<file path="src/rtl/r2_alu_if.sv">
// r2_alu operand/result bundle.
// Master drives opcode and operands; slave returns registered results.
interface r2_alu_if;
    logic       select0;
    logic       select1;
    logic [3:0] bit1;
    logic [3:0] bit2;
    logic [4:0] result1;
    logic [4:0] result2;
    logic       equal;
    logic       greater;
    logic       lesser;
    logic [4:0] result4;

    modport master (
        output select0, select1, bit1, bit2,
        input  result1, result2, equal, greater, lesser, result4
    );

    modport slave (
        input  select0, select1, bit1, bit2,
        output result1, result2, equal, greater, lesser, result4
    );
endinterface

</file>
<file path="src/rtl/r2_alu.sv">
// Registered 4-bit ALU: add, sub, unsigned compare, and.
// Each op owns its result port; unselected ports register zero.
module r2_alu (
    input logic    clk,
    input logic    rst_n,
    r2_alu_if.slave bus
);
    logic       w_op_add;
    logic       w_op_sub;
    logic       w_op_cmp;
    logic       w_op_and;
    logic [4:0] w_a;
    logic [4:0] w_b;
    logic [4:0] w_result1;
    logic [4:0] w_result2;
    logic [4:0] w_result4;
    logic       w_equal;
    logic       w_greater;
    logic       w_lesser;

    logic [4:0] r_result1;
    logic [4:0] r_result2;
    logic [4:0] r_result4;
    logic       r_equal;
    logic       r_greater;
    logic       r_lesser;

    assign w_a      = {1'b0, bus.bit1};
    assign w_b      = {1'b0, bus.bit2};
    assign w_op_add = ~bus.select1 & ~bus.select0;
    assign w_op_sub = ~bus.select1 &  bus.select0;
    assign w_op_cmp =  bus.select1 & ~bus.select0;
    assign w_op_and =  bus.select1 &  bus.select0;

    always_comb begin
        w_result1 = 5'd0;
        w_result2 = 5'd0;
        w_result4 = 5'd0;
        w_equal   = 1'b0;
        w_greater = 1'b0;
        w_lesser  = 1'b0;
        unique case (1'b1)
            w_op_add: w_result1 = w_a + w_b;
            w_op_sub: w_result2 = w_a - w_b;
            w_op_cmp: begin
                w_equal   = (bus.bit1 == bus.bit2);
                w_greater = (bus.bit1 >  bus.bit2);
                w_lesser  = (bus.bit1 <  bus.bit2);
            end
            w_op_and: w_result4 = {1'b0, bus.bit1 & bus.bit2};
            default: ;
        endcase
    end

    always_ff @(posedge clk) begin
        if (!rst_n) begin
            r_result1 <= 5'd0;
            r_result2 <= 5'd0;
            r_result4 <= 5'd0;
            r_equal   <= 1'b0;
            r_greater <= 1'b0;
            r_lesser  <= 1'b0;
        end else begin
            r_result1 <= w_result1;
            r_result2 <= w_result2;
            r_result4 <= w_result4;
            r_equal   <= w_equal;
            r_greater <= w_greater;
            r_lesser  <= w_lesser;
        end
    end

    assign bus.result1 = r_result1;
    assign bus.result2 = r_result2;
    assign bus.result4 = r_result4;
    assign bus.equal   = r_equal;
    assign bus.greater = r_greater;
    assign bus.lesser  = r_lesser;
endmodule

</file>
<file path="src/flat_wrapper.sv">
// flat-port wrapper written by rule: the top's interface ports become plain ports
module r2_alu_flat 
  (clk, rst_n, bus_select0, bus_select1, bus_bit1, bus_bit2, bus_result1, bus_result2, bus_equal, bus_greater, bus_lesser, bus_result4);
  r2_alu_if bus_i ();
  input logic clk;
  input logic rst_n;
  input wire logic [$bits(bus_i.select0)-1:0] bus_select0;
  input wire logic [$bits(bus_i.select1)-1:0] bus_select1;
  input wire logic [$bits(bus_i.bit1)-1:0] bus_bit1;
  input wire logic [$bits(bus_i.bit2)-1:0] bus_bit2;
  output wire logic [$bits(bus_i.result1)-1:0] bus_result1;
  output wire logic [$bits(bus_i.result2)-1:0] bus_result2;
  output wire logic [$bits(bus_i.equal)-1:0] bus_equal;
  output wire logic [$bits(bus_i.greater)-1:0] bus_greater;
  output wire logic [$bits(bus_i.lesser)-1:0] bus_lesser;
  output wire logic [$bits(bus_i.result4)-1:0] bus_result4;
  assign bus_i.select0 = bus_select0;
  assign bus_i.select1 = bus_select1;
  assign bus_i.bit1 = bus_bit1;
  assign bus_i.bit2 = bus_bit2;
  assign bus_result1 = bus_i.result1;
  assign bus_result2 = bus_i.result2;
  assign bus_equal = bus_i.equal;
  assign bus_greater = bus_i.greater;
  assign bus_lesser = bus_i.lesser;
  assign bus_result4 = bus_i.result4;
  r2_alu u_core (.clk(clk), .rst_n(rst_n), .bus(bus_i));
endmodule
</file>
<file path="config.mk">
export PLATFORM = sky130hd
export DESIGN_NAME = r2_alu_flat
export DESIGN_NICKNAME = d
export VERILOG_FILES = /design/src/rtl/r2_alu_if.sv /design/src/rtl/r2_alu.sv /design/src/flat_wrapper.sv
export SDC_FILE = /design/constraint.sdc
export NUM_CORES = 1
export LEC_CHECK = 0
export ABC_AREA = 1
export CORE_MARGIN = 3
export CORE_UTILIZATION = 38
export CTS_CLUSTER_DIAMETER = 40
export DETAILED_ROUTE_END_ITERATION = 10
export PLACE_DENSITY = 0.77
export SLEW_MARGIN = 20
export SYNTH_ARGS = -nofsm -noshare
export SYNTH_HDL_FRONTEND = slang
export SYNTH_SLANG_ARGS = --single-unit
</file>
<file path="constraint.sdc">
create_clock -name clk -period 1.35 [get_ports clk]
set_clock_uncertainty 0.15 [all_clocks]
set_input_delay 0.2025 -clock clk [delete_from_list [all_inputs] [get_ports clk]]
set_output_delay 0.2025 -clock clk [all_outputs]
set_load 0.01 [all_outputs]
</file>
==> results.md <==
* Synth unique cells at 14
* PortBufs at 28
* Global placement routability congestion at 0.827
* FILL cells at 175
* Status: finished clean
* Placed Area at 1180 um2
* Register area at 340 um2
* Seq/Total Area, Yosys at 43.9%
* Vias post-DR at 779
* Required time worst endpoint at 1420 ps
* Global-route wire length before repair at 3240 um
* Fmax at 767 MHz
* Period utilisation layout at 96.6%
* Avg WL per Cell at 11.9 um
* # rows at 15
* Launching element type of the critical path: input pin
* Layout cells sized above 1 at 21.1%
* Ports at 30
* Reg clk slew, reported paths at 100 ps
* Most frequent cell after synthesis: inv_1
* Max Root-Sink Buffers at 2
* Final Setup Violations at 0
* Period minus WS final at 1300 ps
* Antenna Cells at 0
* Top cell type's share of synthesized area at 43.9%
* Total Power at 0.00105 W
* HPWL after DPL at 1490 um
* Core footprint at 1820 um2
* Crit Path Category: in2reg
* Largest net degree at the start of global routing at 10
* Tot GR Track Use at 17.0%
* DRT Pass-1 Iters at 4
* Pwr Density at 854 nW/um2
* Syn Nets at 119
* Die W at 51.1 um
* Setup_tns at 0 ps
* Mean Syn Cell Area at 7.98 um2
* Final hold violations at 0
* Hold path cells at 5
* Worst Setup SP: bus_bit1[0]
* Unrepaired setup endpoints after global routing: no
* Min-Delay Startpoint: bus_bit2[3]
* Antenna viol nets, final at 0
* Number of max-cap violations at 0
* CTS sink cnt at 17
* Synthesized flop and latch total at 17
* Hold WC Path Type: in2reg
* Number of enable flip-flop cells after synthesis at 0
* Critical path endpoint category: flip-flop
* Placement Setup Slack at -573 ps
* Final worst slack at 46.1 ps
* Clock Tree Root: clkbuf_4
* Initial antenna violation count at 0
* Initial Util at 42.5%
* Ys Warns at 0
* CTS buffer count at 3
* Ys flop type: dfxtp_1
* Cells after Synth at 97
* Clock tree from TritonCTS: built
* Most frequent cells after synthesis: inv_1, nor2_1, dfxtp_1
* Leakage at 0.677 nW
* Top cells by area, synth: dfxtp_1, ha_1, inv_1
* Gr ovfl total at 0
* Iter 0 DRT Violations at 19
* Arrival time worst endpoint at 1380 ps
* Synth-to-Final Area Change at 58.8%
* Slew Limit Fails at 0
* VDD IR max at 0.680 mV
* Drt drc at 0
* Yosys top cell by area: dfxtp_1
* Vias in the first global route at 739
* Area of the multi-input gates at 397 um2
* Final WL at 1990 um
* Die Y at 51.1 um
* Critical path fanouts, max at 2
* H-tree Lvls at 1
* Fin nets at 165
* DR vias/cell at 4.66
* Finished Cell Area at 1230 um2
* Fraction of registers with async set/reset at 0%
* Die area at 2620 um2
* Synthesized area at 774 um2
## worst paths after layout
check	end	slack, ps
worst min-delay path	u_core.bus.result2[4]	310
worst max-delay path	u_core.bus.result1[4]	50
## cells by family (layout without fill, tap and decap cells)
kind of cell | after synthesis | after routing | share of synthesized area, %
other | 1 | 1 | 0.484
AND/OR/NAND/NOR | 41 | 41 | 21.8
buffers and inverters | 21 | 66 | 10.7
flip-flops | 17 | 17 | 43.9
adder cells (fa/ha/maj) | 10 | 10 | 18.1
AO/OA/AOI/OAI | 7 | 7 | 5.01
## sequential cells by signal (all words and copies together) (netlist names)
name	count
u_core.bus.result4	4
u_core.bus.equal	1
u_core.bus.result1	5
u_core.bus.greater	1
u_core.bus.result2	5
u_core.bus.lesser	1
## critical path, cell delays in order
cell and delay [ps]:
dlygate4sd2_1 220, ha_2 190, inv_2 50, fa_2 390
nor2_4 110, o21ai_1 70, a21oi_1 140
## placed cells by master, fill, tap and decap left out, drive strengths merged
cell	count
clkdlybuf4s50	4
a21oi	5
buf	14
clkbuf	4
fa	2
dlygate4sd2	22
conb	1
inv	20
ha	8
nor3	2
o21ai	2
nand3	7
nand3b	1
clkdlybuf4s15	1
dfxtp	17
nor2	19
dlymetal6s2s	1
nand2	12
## stage by stage
stage | cells | util, % | hold slack, ps
finish | 167 | 67.6 | 311
CTS | 167 | 67.0 | 301
global route | 167 | 67.6 | 326
detailed placement | 162 | 64.6 | 772
floorplan | 97 | - | 240
global placement | 162 | 64.6 | 757
## power breakdown
group | internal, W | switching (W)
Combinational | 0.000125 | 0.000129
Clock | 0.000115 | 0.000161
Sequential | 0.000517 | 0.00000340
Total | 0.000757 | 0.000294
## cell type report
| cell class | count | share of cell area (%) |
|---|---|---|
| clock buffer | 4 | 2.14 |
| inverter | 20 | 6.10 |
| multi-input combinational | 59 | 32.2 |
| sequential | 17 | 27.7 |
| timing repair buffer | 42 | 29.3 |
| tap | 25 | 2.54 |
## timing repair
item | 4_1_cts | 5_1_grt
hold buffers | 0 | 0
pin swaps | 7 | 3
resized for setup | 37 | 3
endpoints found under the hold margin | 0 | 0
setup buffers | 1 | 0
setup endpoints to repair | 27 | 5
## per-layer routing
layer	track usage, %	wire length, um
met2	30.7	1040
met3	4.08	187
met1	18.8	724
met4	6.73	34
met5	0	0
No activity file was read; power rests on OpenSTA's default activity.
==> RTL edit: new RTL, config.mk and constraints unchanged <==
`r_result1`, `r_result2` and `r_result4` no longer have a reset.
--- a/src/rtl/r2_alu.sv
+++ b/src/rtl/r2_alu.sv
@@ -54,20 +54,20 @@
 
     always_ff @(posedge clk) begin
         if (!rst_n) begin
-            r_result1 <= 5'd0;
-            r_result2 <= 5'd0;
-            r_result4 <= 5'd0;
             r_equal   <= 1'b0;
             r_greater <= 1'b0;
             r_lesser  <= 1'b0;
         end else begin
-            r_result1 <= w_result1;
-            r_result2 <= w_result2;
-            r_result4 <= w_result4;
             r_equal   <= w_equal;
             r_greater <= w_greater;
             r_lesser  <= w_lesser;
         end
+    end
+
+    always_ff @(posedge clk) begin
+        r_result1 <= w_result1;
+        r_result2 <= w_result2;
+        r_result4 <= w_result4;
     end
 
     assign bus.result1 = r_result1;
Check against the original RTL: not equivalent (a bounded check fails within 4 cycles, from zero or initial values and one cycle with rst_n low).
==> RTL edit against the original RTL <==
- total power increased by 4.0%
- synthesized cell count decreased by 4.1%
- synthesized area increased by 2.6%
- fmax decreased by 0.93%
- wire length decreased by 3.2%
- sequential cell count unchanged
- setup slack got worse by 0.012 ns
- sequential power increased by 2%
- design area increased by 2.3%
- critical path depth unchanged
- global-route usage decreased by 0.83 points
- non-clock buffer count unchanged
- largest power group unchanged
==> RTL edit: results (changes against the original RTL) <==
| Group | Result | This run | Delta |
| --- | --- | --- | --- |
| logic synthesis | Complex-gate fraction of the synthesized area | 4.25% | was 5.01% |
| logic synthesis | Post-synth top cells | dfxtp_1 (17), inv_1 (16), nor2_1 (16) | was inv_1 (20), nor2_1 (19), dfxtp_1 (17) |
| cells and area | Clock network contribution to total cell area | 2.09% | was 2.14% |
| setup path | Maximum net fanout on the critical path | 3 | was 2 |
| grt | Met3 demand-to-capacity share in global routing | 2.87% | was 4.08% |
| logic synthesis | Biggest area contributors in the synthesized netlist | dfxtp_1 (43%), ha_1 (13%), inv_1 (7.6%) | was dfxtp_1 (44%), ha_1 (13%), inv_1 (9.7%) |
| cells and area | Layout inverter count without the clock tree | 17 | was 20 |
| logic synthesis | Number of distinct library cells after synthesis | 22 | was 14 |
| run status | Status | complete, no violations | unchanged |
| grt | Global-route wire length before repair | 3090 um | was 3240 um |
| cells and area | Multi-In Gates | 57 | was 59 |
| logic synthesis | Mapped Avg Cell Area | 8.54 um2 | was 7.98 um2 |
| grt | Global routing usage on met1 | 16.1% | was 18.8% |
| cells and area | FILL cells | 172 | was 175 |
| cells and area | Number of standard cells in the layout, taps in and fillers out | 162 | was 167 |
| logic synthesis | Part of the Yosys area used for sequential elements | 42.8% | was 43.9% |
| cells and area | Synth-to-layout area growth | 58.4% | was 58.8% |
| setup path | Longest individual stage delay on the worst path | 0.37 ns | was 0.39 ns |
| min path | Hold Crit Endpoint | u_core.bus.result2[0] | was u_core.bus.result2[4] |
| grt | Via count of the first global-routing pass | 744 | was 739 |
| sta | Fin crit share | 97.5% | was 96.6% |
| die | Std-Cell Core Area | 1840 um2 | was 1820 um2 |
| place | Final RePlAce weighted congestion | 0.803 | was 0.827 |
| cells and area | Area of combinational cells with multiple inputs | 438 um2 | was 397 um2 |
| min path | Instance count along the most critical hold path | 4 | was 5 |
| place | Post-place instance area | 1180 um2 | about the same |
| power | Peak supply drop | 0.000447 V | was 0.000680 V |
[RTL edit: changes by cell type after synthesis, moves of 2 or more]
cell	change
inv_1	-4
nand2_1	-2
nand2_2	+2
nand3_1	-3
nand4_1	+2
nor2_1	-3
nor3_1	-2
[RTL edit: worst max-delay path by stage]
| stage | from | end |
|---|---|---|
| finish | bus_bit1[0] | u_core.bus.result1[4] |
| floorplan | bus_bit1[0] | u_core.bus.result2[4] |
| CTS | bus_bit2[3] | u_core.bus.greater |
| global route | bus_bit1[0] | u_core.bus.result1[4] |
| global placement | bus_bit2[0] | u_core.bus.result1[4] |
| detailed placement | bus_bit2[0] | u_core.bus.result1[4] |
[RTL edit: cell families after synthesis]
logic type                 Yosys count
buffers and inverters               19
adders and majority gates           10
other                                1
and+or+nand+nor                     40
DFF                                 17
AOI/OAI and AO/OA                    6
[RTL edit: power by group]
group	switching [mW]	internal [mW]
registers	0.00472	0.525
logic	0.146	0.149
clock network	0.152	0.115
